==> config.mk <==
export PLATFORM = sky130hd
export DESIGN_NAME = rx_byte_fifo
export DESIGN_NICKNAME = d
export VERILOG_FILES = /design/src/rtl/rx_byte_fifo.sv
export SDC_FILE = /design/constraint.sdc
export NUM_CORES = 1
export LEC_CHECK = 0
export CORE_UTILIZATION = 45
export DETAILED_ROUTE_END_ITERATION = 7
export HOLD_SLACK_MARGIN = 0.1
export PLACE_DENSITY = 0.66
export REMOVE_ABC_BUFFERS = 1
export SYNTH_ARGS = -nofsm -noshare
export SYNTH_HDL_FRONTEND = slang
export SYNTH_SLANG_ARGS = --single-unit
==> constraint.sdc <==
create_clock -name clk_based_on_prescale -period 4.9 [get_ports clk_based_on_prescale]
set_clock_uncertainty 0.1 [all_clocks]
set_input_delay 0.98 -clock clk_based_on_prescale [delete_from_list [all_inputs] [get_ports clk_based_on_prescale]]
set_output_delay 0.98 -clock clk_based_on_prescale [all_outputs]
set_load 0.01 [all_outputs]
==> src/rtl/rx_byte_fifo.sv <==
// Receive byte FIFO between the UART receiver and its consumer.
// First-word-fall-through head, sticky overrun flag and saturating drop counter.
module rx_byte_fifo #(
  parameter int DATA_WIDTH = 8,
  parameter int DEPTH      = 8,
  parameter int AW         = 3
) (
  input  logic                  clk_based_on_prescale,
  input  logic                  asy_reset,
  input  logic [DATA_WIDTH-1:0] P_DATA,
  input  logic                  data_valid,
  input  logic                  rd_ready,
  output logic                  rd_valid,
  output logic [DATA_WIDTH-1:0] rd_data,
  output logic                  full,
  output logic                  empty,
  output logic [AW:0]           count,
  output logic                  overrun,
  input  logic                  overrun_clr,
  output logic [7:0]            drop_count
);

  logic [DATA_WIDTH-1:0] mem [DEPTH];
  logic [AW:0]           wr_ptr;
  logic [AW:0]           rd_ptr;
  logic [AW-1:0]         wr_idx;
  logic [AW-1:0]         rd_idx;
  logic                  push;
  logic                  pop;
  logic                  discard;

  function automatic logic [7:0] sat_inc(input logic [7:0] value);
    if (value == 8'd255) begin
      sat_inc = 8'd255;
    end else begin
      sat_inc = value + 8'd1;
    end
  endfunction

  assign wr_idx   = wr_ptr[AW-1:0];
  assign rd_idx   = rd_ptr[AW-1:0];
  assign empty    = (wr_ptr == rd_ptr);
  assign full     = (wr_idx == rd_idx) && (wr_ptr[AW] != rd_ptr[AW]);
  assign count    = wr_ptr - rd_ptr;
  assign rd_valid = ~empty;
  // A full FIFO still accepts a byte when the head leaves in the same edge.
  assign pop      = rd_valid & rd_ready;
  assign push     = data_valid & (~full | pop);
  assign discard  = data_valid & ~push;

  // Head byte, forced to zero while empty so stale contents never leak out.
  always_comb begin
    rd_data = {DATA_WIDTH{1'b0}};
    if (!empty) begin
      rd_data = mem[rd_idx];
    end else begin
      rd_data = {DATA_WIDTH{1'b0}};
    end
  end

  // Storage array; contents are don't-care until written, so no reset.
  always_ff @(posedge clk_based_on_prescale) begin
    if (push) begin
      mem[wr_idx] <= P_DATA;
    end
  end

  // Read and write pointers with the extra wrap bit.
  always_ff @(posedge clk_based_on_prescale or negedge asy_reset) begin
    if (!asy_reset) begin
      wr_ptr <= {(AW+1){1'b0}};
      rd_ptr <= {(AW+1){1'b0}};
    end else begin
      if (push) begin
        wr_ptr <= wr_ptr + {{AW{1'b0}}, 1'b1};
      end
      if (pop) begin
        rd_ptr <= rd_ptr + {{AW{1'b0}}, 1'b1};
      end
    end
  end

  // Overrun bookkeeping; a discard in the clearing cycle is counted afresh.
  always_ff @(posedge clk_based_on_prescale or negedge asy_reset) begin
    if (!asy_reset) begin
      overrun    <= 1'b0;
      drop_count <= 8'd0;
    end else if (overrun_clr) begin
      overrun    <= discard;
      drop_count <= discard ? 8'd1 : 8'd0;
    end else if (discard) begin
      overrun    <= 1'b1;
      drop_count <= sat_inc(drop_count);
    end
  end

endmodule

==> results_dict.tcl, run 1 <==
set metrics [dict create \
    grt_max_degree 21 \
    final_common_cell "edfxtp_1" \
    p_per_area_nw_per_um2 609 \
    drcViolationCount 0 \
    rows 31 \
    h-tree-depth 3 \
    postCtsSetupBuffers 0 \
    area_delta_synth_final_pct 20.3 \
    grt.overflow.total 0 \
    post-route-cell-area_um2 4140 \
    final_util_pct 56.5 \
    clkSlewWorstSetupHoldPaths_ns 0.08 \
    ys_ff_latch 81 \
    run_status "complete, no violations" \
    vias 1962 \
    dp_hpwl_um 4340 \
    io-pin-count 37 \
    report.final.hold_viol_count 0 \
    synth_edf_count 64 \
    start_util_pct 47.0 \
    clockBufferDepth 2 \
    r2r_slack_ns 1.51 \
    hold_path.class "reg2reg" \
    design.core.area_um2 7330 \
    p_leak_nw 1.44 \
    end_kind "output port" \
    ir_drop_mv 0.254 \
    final_cell_mix "edfxtp_1, clkdlybuf4s50_1, nand2_1" \
    die_h_um 89.5 \
    avgViaCountPerCell 5.26 \
    cap_violations 0 \
    ys_seq_area_share_pct 68.2 \
    synth_top_flop_cell "edfxtp_1" \
    relSlewSlack_pct 39.0 \
    fmax_ghz 0.222 \
    placed_cell_area_um2 3920 \
    setup_tns_ns 0 \
    n_antenna_cell 0 \
    finalCritPeriodShare_pct 91.8 \
    cts.sinks 81 \
    rsz0062_at_grt "no" \
    drtIter0Drc 102 \
    cp_data_arrival_time_ns 3.42 \
    cts_root_buffer "clkbuf_8" \
    grt_pass1_wl_um 10400 \
    min_period_ns 4.50 \
    postRouteAntennaNets 0 \
    cts-hold-fix-buffers 0 \
    die_x_um 89.5 \
    tightest_slew_ns 0.912 \
    port_buffers 36 \
    layout.nets 289 \
    dr.pass1.iters 4 \
    cp_max_fo 11 \
    place.gp.congestion 0.778 \
    antenna_found_initial 0 \
    wl_per_cell_um 17.7 \
    ys_types 38 \
    finalMaxSlewViolations 0 \
    dieArea_um2 8010 \
    final-setup-viol-count 0 \
    synthesis.area_um2 3440 \
    async_flop_share_pct 21.0 \
    drive_gt1_share_pct 14.2 \
    netlist_instances 225 \
    yosysWarningCount 0 \
    cts_made_buffers 9 \
    cts_resized 0 \
    cp-start-kind "flop" \
    clk_latency_ns 0.34 \
    cp_data_required_time_ns 3.82 \
    grt_pass1_vias 1881 \
    worstSetupPathType "reg2out" \
    syn_area_per_cell_um2 15.3 \
    grt_usage_pct 18.9 \
    drt-total-wl_um 6600 \
    cts_tree "yes" \
]
## synthesized netlist by cell type, drive strengths merged (4+ instances only)
cell type  instances  area [um2]
nor3               6        30.0
mux4              16         360
nor2              11        41.3
buf                6        30.0
dfrtp             17         425
xnor2              7        61.3
ha                 6        75.1
a21oi             13        65.1
edfxtp            64        1920
o21ai              4        20.0
inv               11        41.3
nand3              7        40.0
nand2             28         105
## critical path, cell delays in order (launching register included)
cell and delay, ns:
dfrtp_1 0.66, clkinv_1 0.43, ha_1 0.46, and3_1 0.24, nand2_1 0.12, clkinv_1 0.35, a21oi_1 0.24, clkdlybuf4s50_1 0.57
## power breakdown
part | switching (W) | internal [W] | leakage, nW | total [W]
logic | 0.000516 | 0.000538 | 0.536 | 0.00105
clock network | 0.000239 | 0.000289 | 0.107 | 0.000528
registers | 0.0000791 | 0.000862 | 0.802 | 0.000941
total | 0.000835 | 0.00169 | 1.44 | 0.00252
## metal layers
layer	up-vias	track usage, %	part of all wire (%)
li1	940	-	-
met1	978	26.7	48
met2	37	28.5	47
met3	7	4.80	3.4
met4	0	7.36	1.5
met5	-	0	0
## stage by stage
step	std cells	power [W]	hold slack (ns)	worst slack (ns)
4_1_cts	373	0.00255	0.444	0.337
3_3_place_gp	357	0.00201	0.417	0.885
6_report	373	0.00252	0.437	0.400
2_1_floorplan	218	0.00154	0.393	1.68
3_5_place_dp	357	0.00202	0.427	0.734
5_1_grt	373	0.00268	0.498	0.127
## cell type report
| class | instances | area, um2 |
|---|---|---|
| repair buffers | 40 | 390 |
| flip-flops and latches | 81 | 2350 |
| clock inverters | 6 | 90.1 |
| clock buffers | 10 | 128 |
| fillers | 574 | 3190 |
| inverters | 13 | 48.8 |
| multi-input cells | 124 | 1010 |
| well taps | 99 | 124 |
## sequential cells by signal, indices dropped and copies added (netlist names)
register / flops
drop_count: 8
mem: 64
overrun: 1
rd_ptr: 4
wr_ptr: 4
## final timing paths
| check | start | to | depth (start not counted) |
|---|---|---|---|
| setup / recovery | rd_ptr[2]$_DFFE_PN0P_ | rd_data[1] | 7 |
| hold / removal | overrun$_DFFE_PN0P_ | overrun$_DFFE_PN0P_ | 2 |
| setup reg to reg | rd_ptr[2]$_DFFE_PN0P_ | mem[0][7]$_DFFE_PP_ | 7 |
| hold reg to reg | overrun$_DFFE_PN0P_ | overrun$_DFFE_PN0P_ | 2 |
| max in group asynchronous | asy_reset | rd_ptr[0]$_DFFE_PN0P_ | 1 |
| min in group asynchronous | asy_reset | drop_count[0]$_DFFE_PN0P_ | 1 |
## cells by family (layout without fill, tap and decap cells)
group | count (synthesis) | in the layout | share of synthesized area (%)
buffers and inverters | 20 | 69 | 2.40
muxes | 17 | 17 | 10.8
AOI/OAI and AO/OA | 27 | 27 | 4.72
adders and majority gates | 7 | 7 | 2.76
xor gates and xnor gates | 9 | 9 | 2.51
DFF | 81 | 81 | 68.2
and+or+nand+nor | 64 | 64 | 8.65
Power figures use the tool's default switching activity.
==> run 2: changes to the inputs <==
Settings changed: DONT_BUFFER_PORTS set to 1, PLACE_DENSITY 0.66 to not set.
==> run 2 against run 1 <==
Against the previous run: clock power fell by 3%; combinational power fell by 26%; die area did not move; critical path depth fell by 1; first-iteration DRC count rose by 4.9%; critical path type unchanged; register-to-register slack improved by 0.08 ns; cell count fell by 9.7%; utilization fell by 5.1 points; sequential share of layout area rose by 5.6 points; critical endpoint is now rd_data[2]; setup slack improved by 0.26 ns.
==> results_dict.tcl, run 2 (synthesis results as in run 1) <==
set metrics [dict create \
    run_status "complete, no violations" \
    relSlewSlack_pct 37.7 \
    layout.nets 253 \
    finalCritPeriodShare_pct 86.5 \
    antenna_found_initial 0 \
    cp_data_arrival_time_ns 3.16 \
    cp_max_fo 11 \
    worstSetupPathType "reg2out" \
    cts_resized 0 \
    whs_ns 0.205 \
    postCtsSetupBuffers 0 \
    port_buffers 0 \
    cpMaxStageDelayCell "dfrtp_1" \
    rows 31 \
    worstRegToRegCells 6 \
    grt_usage_pct 18.2 \
    grt_pass1_wl_um 10000 \
    largestRegisters "mem (64), drop_count (8)" \
    drt-total-wl_um 6560 \
    cts-hold-fix-buffers 0 \
    cts.sinks 81 \
    report.final.hold_viol_count 0 \
    cts_tree "yes" \
    hold_path.class "in2async" \
    cp_data_required_time_ns 3.82 \
    crit_chain "clkinv_1 -> ha_1 -> and3_1 -> nand2_1 -> clkinv_1 -> a21oi_1" \
    top_register "mem" \
    grt_pass1_vias 1874 \
    area_delta_synth_final_pct 9.52 \
    start_util_pct 47.0 \
    design.core.area_um2 7330 \
    ir_drop_mv 0.228 \
    final_common_cell "edfxtp_1" \
    setup_tns_ns 0 \
    fmax_ghz 0.236 \
    rsz0062_at_grt "no" \
    p_per_area_nw_per_um2 592 \
    avgViaCountPerCell 5.60 \
    clockBufferDepth 2 \
    largest_reg_flops 64 \
    cap_violations 0 \
    clk_latency_ns 0.36 \
    die_x_um 89.5 \
    slowest_delay_ns 0.64 \
    n_antenna_cell 0 \
    cp-start-kind "flop" \
    io-pin-count 37 \
    clkSlewWorstSetupHoldPaths_ns 0.09 \
    min_period_ns 4.24 \
    dp_hpwl_um 4160 \
    p_leak_nw 1.31 \
    finalMaxSlewViolations 0 \
    postRouteAntennaNets 0 \
    dieArea_um2 8010 \
    h-tree-depth 3 \
    die_h_um 89.5 \
    cts_made_buffers 9 \
    final-setup-viol-count 0 \
    drtIter0Drc 107 \
    dr.pass1.iters 4 \
    final_cell_mix "edfxtp_1, nand2_1, dfrtp_1" \
    end_kind "output port" \
    drive_gt1_share_pct 16.8 \
    cts_root_buffer "clkbuf_8" \
    crit_top_cell "clkinv_1" \
    drcViolationCount 0 \
    wl_per_cell_um 19.5 \
    tightest_slew_ns 0.932 \
    final_util_pct 51.4 \
    grt_max_degree 21 \
    grt.overflow.total 0 \
    place.gp.congestion 0.790 \
    vias 1886 \
    fin_total_pwr_w 0.00223 \
]
-- run 2: cell count changes in the layout (fill, tap and decap cells not counted), sizes merged --
cell / delta
clkinv: -1
inv: +3
clkdlybuf4s50: -36
bufinv: -1
clkbuf: -1
-- run 2: final cells by class --
type                       instances  area (um2)
clock inverter                     7        83.8
tap                               99         124
fill                             606        3560
multi-input combinational        124        1010
timing repair buffer               4        30.0
clock buffer                       9         124
inverter                          13        48.8
sequential                        81        2350
-- run 2: worst paths after layout --
kind / start / endpoint / slack [ns]
hold reg to reg: wr_ptr[0]$_DFFE_PN0P_ / wr_ptr[0]$_DFFE_PN0P_ / 0.44
hold / removal: asy_reset / wr_ptr[3]$_DFFE_PN0P_ / 0.21
max in group asynchronous: asy_reset / rd_ptr[1]$_DFFE_PN0P_ / 4.41
min in group clk_based_on_prescale: wr_ptr[0]$_DFFE_PN0P_ / wr_ptr[0]$_DFFE_PN0P_ / 0.44
setup / recovery: rd_ptr[2]$_DFFE_PN0P_ / rd_data[2] / 0.66
setup reg to reg: rd_ptr[2]$_DFFE_PN0P_ / mem[6][2]$_DFFE_PP_ / 1.59
-- run 2: layer usage --
layer  GRT usage [%]  wire length [um]  share of wire [%]  vias to the layer above
met2            28.0              3100                 47                       42
li1                -                 -                  -                      867
met3            3.60               231                3.5                       13
met4            9.09               153                2.3                        0
met1            24.7              3080                 47                      964
met5               0                 0                  0                        -
-- run 2: per-stage QoR --
stage / cell area, um2 / setup slack [ns] / std cells
finish: 3770 / 0.661 / 337
global placement: 3560 / 1.06 / 321
floorplan: 3410 / 1.68 / 218
detailed placement: 3560 / 0.966 / 321
CTS: 3770 / 0.573 / 337
global route: 3770 / 0.402 / 337
-- run 2: power by group --
part           internal, W  total, W  switching, W  leakage [nW]
logic             0.000307  0.000778      0.000471         0.401
registers         0.000862  0.000940     0.0000782         0.802
clock network     0.000245  0.000513      0.000268         0.103
total              0.00141   0.00223      0.000818          1.31
-- run 2: critical path: cells and delay by family (launching register included) --
family                     cells  cell delay, ns
DFF                            1            0.64
AOI/OAI and AO/OA              1            0.41
and+or+nand+nor                2            0.42
buffers and inverters          2            0.86
adders and majority gates      1            0.48
==> run 3: changes to the inputs <==
Settings changed: MAX_ROUTING_LAYER set to met4, SKIP_CTS_REPAIR_TIMING set to 1.
==> run 3 against run 2 <==
Against the previous run: cell area is the same; register-to-register slack is essentially flat; global-route usage grew 0.58 points; sequential share of layout area is the same; utilization is the same; sequential power is essentially flat; cell count is the same; largest cell class unchanged; clock power is essentially flat; count of clock-buffer cells in the layout is the same; combinational power is essentially flat; routed wire length is essentially flat; largest power group unchanged; via count grew 0.80%.
==> results_dict.tcl, run 3 (synthesis results as in run 1) <==
set metrics [dict create \
    run_status "complete, no violations" \
    grt_pass1_vias 1873 \
    min_period_ns 4.25 \
    end_kind "output port" \
    port_buffers 0 \
    drtIter0Drc 91 \
    io-pin-count 37 \
    final_common_cell "edfxtp_1" \
    die_x_um 89.5 \
    clk_latency_ns 0.35 \
    dp_hpwl_um 4160 \
    fmax_ghz 0.235 \
    die_h_um 89.5 \
    dr.pass1.iters 4 \
    slowest_delay_ns 0.64 \
    ir_drop_mv 0.228 \
    final-setup-viol-count 0 \
    cpMaxStageDelayCell "dfrtp_1" \
    p_leak_nw 1.31 \
    grt_max_degree 21 \
    hold_path.class "in2async" \
    grt_usage_pct 18.7 \
    tightest_slew_ns 0.930 \
    start_util_pct 47.0 \
    dieArea_um2 8010 \
    cts_tree "yes" \
    vias 1901 \
    finalMaxSlewViolations 0 \
    cp_max_fo 11 \
    postRouteAntennaNets 0 \
    avgViaCountPerCell 5.64 \
    drive_gt1_share_pct 16.8 \
    h-tree-depth 3 \
    rows 31 \
    finalCritPeriodShare_pct 86.7 \
    design.core.area_um2 7330 \
    largest_reg_flops 64 \
    clkSlewWorstSetupHoldPaths_ns 0.09 \
    top_register "mem" \
    cp_data_arrival_time_ns 3.17 \
    cts.sinks 81 \
    drt-total-wl_um 6560 \
    setup_tns_ns 0 \
    grt_pass1_wl_um 9980 \
    fin_total_pwr_w 0.00223 \
    largestRegisters "mem (64), drop_count (8)" \
    p_per_area_nw_per_um2 592 \
    antenna_found_initial 0 \
    layout.nets 253 \
    report.final.hold_viol_count 0 \
    crit_chain "clkinv_1 -> ha_1 -> and3_1 -> nand2_1 -> clkinv_1 -> a21oi_1" \
    final_cell_mix "edfxtp_1, nand2_1, dfrtp_1" \
    cts_root_buffer "clkbuf_8" \
    clockBufferDepth 2 \
    crit_top_cell "clkinv_1" \
    cp_data_required_time_ns 3.82 \
    n_antenna_cell 0 \
    worstSetupPathType "reg2out" \
    cp-startpoint "rd_ptr[2]$_DFFE_PN0P_" \
    post-route-cell-area_um2 3770 \
    cp-start-kind "flop" \
    cap_violations 0 \
    drcViolationCount 0 \
    rsz0062_at_grt "no" \
    wl_per_cell_um 19.5 \
    area_delta_synth_final_pct 9.52 \
    placed_cell_area_um2 3560 \
    cts_made_buffers 9 \
    relSlewSlack_pct 37.8 \
    grt.overflow.total 0 \
    whs_ns 0.206 \
    place.gp.congestion 0.801 \
    reg2reg_from "rd_ptr[2]$_DFFE_PN0P_" \
]
## run 3: cell counts in the layout (fill, tap and decap cells not counted)
No cell type changed its count.
## run 3: path summary, 6_finish.rpt
path | end | slack, ns | cells after the start
max reg2reg | mem[4][4]$_DFFE_PP_ | 1.59 | 6
min | wr_ptr[3]$_DFFE_PN0P_ | 0.21 | 0
min in group clk_based_on_prescale | wr_ptr[0]$_DFFE_PN0P_ | 0.44 | 2
max in group asynchronous | rd_ptr[1]$_DFFE_PN0P_ | 4.41 | 0
max | rd_data[2] | 0.65 | 6
min reg2reg | wr_ptr[0]$_DFFE_PN0P_ | 0.44 | 2
## run 3: critical path, delay by kind of cell, from the launching register on
kind / cells / cell delay, ns
fa+ha+maj: 1 / 0.47
flops: 1 / 0.64
buf+inv: 2 / 0.87
simple gates: 2 / 0.42
compound gates: 1 / 0.41
## run 3: area by class of cell
class                   instances  area [um2]
multi-input cells             124        1010
repair buffers                  4        30.0
clock buffers                   9         124
flip-flops and latches         81        2350
inverters                      13        48.8
clock inverters                 7        83.8
fillers                       606        3560
well taps                      99         124
## run 3: per-stage QoR
| step | std cells | util (%) | worst slack (ns) |
|---|---|---|---|
| floorplan | 218 | - | 1.68 |
| global placement | 321 | 48.6 | 1.06 |
| detailed placement | 321 | 48.6 | 0.966 |
| CTS | 337 | 51.4 | 0.573 |
| global route | 337 | 51.4 | 0.398 |
| finish | 337 | 51.4 | 0.651 |
## run 3: metal layers
layer / vias to the layer above / track usage (%) / wire, um
li1: 870 / - / -
met1: 975 / 24.5 / 3060
met2: 42 / 28.2 / 3090
met3: 14 / 3.69 / 259
met4: 0 / 9.09 / 153
met5: - / - / 0
## run 3: report_power, final
part	total [W]	switching (W)	internal [W]
logic	0.000779	0.000472	0.000307
clock network	0.000513	0.000268	0.000245
registers	0.000940	0.0000785	0.000862
total	0.00223	0.000819	0.00141
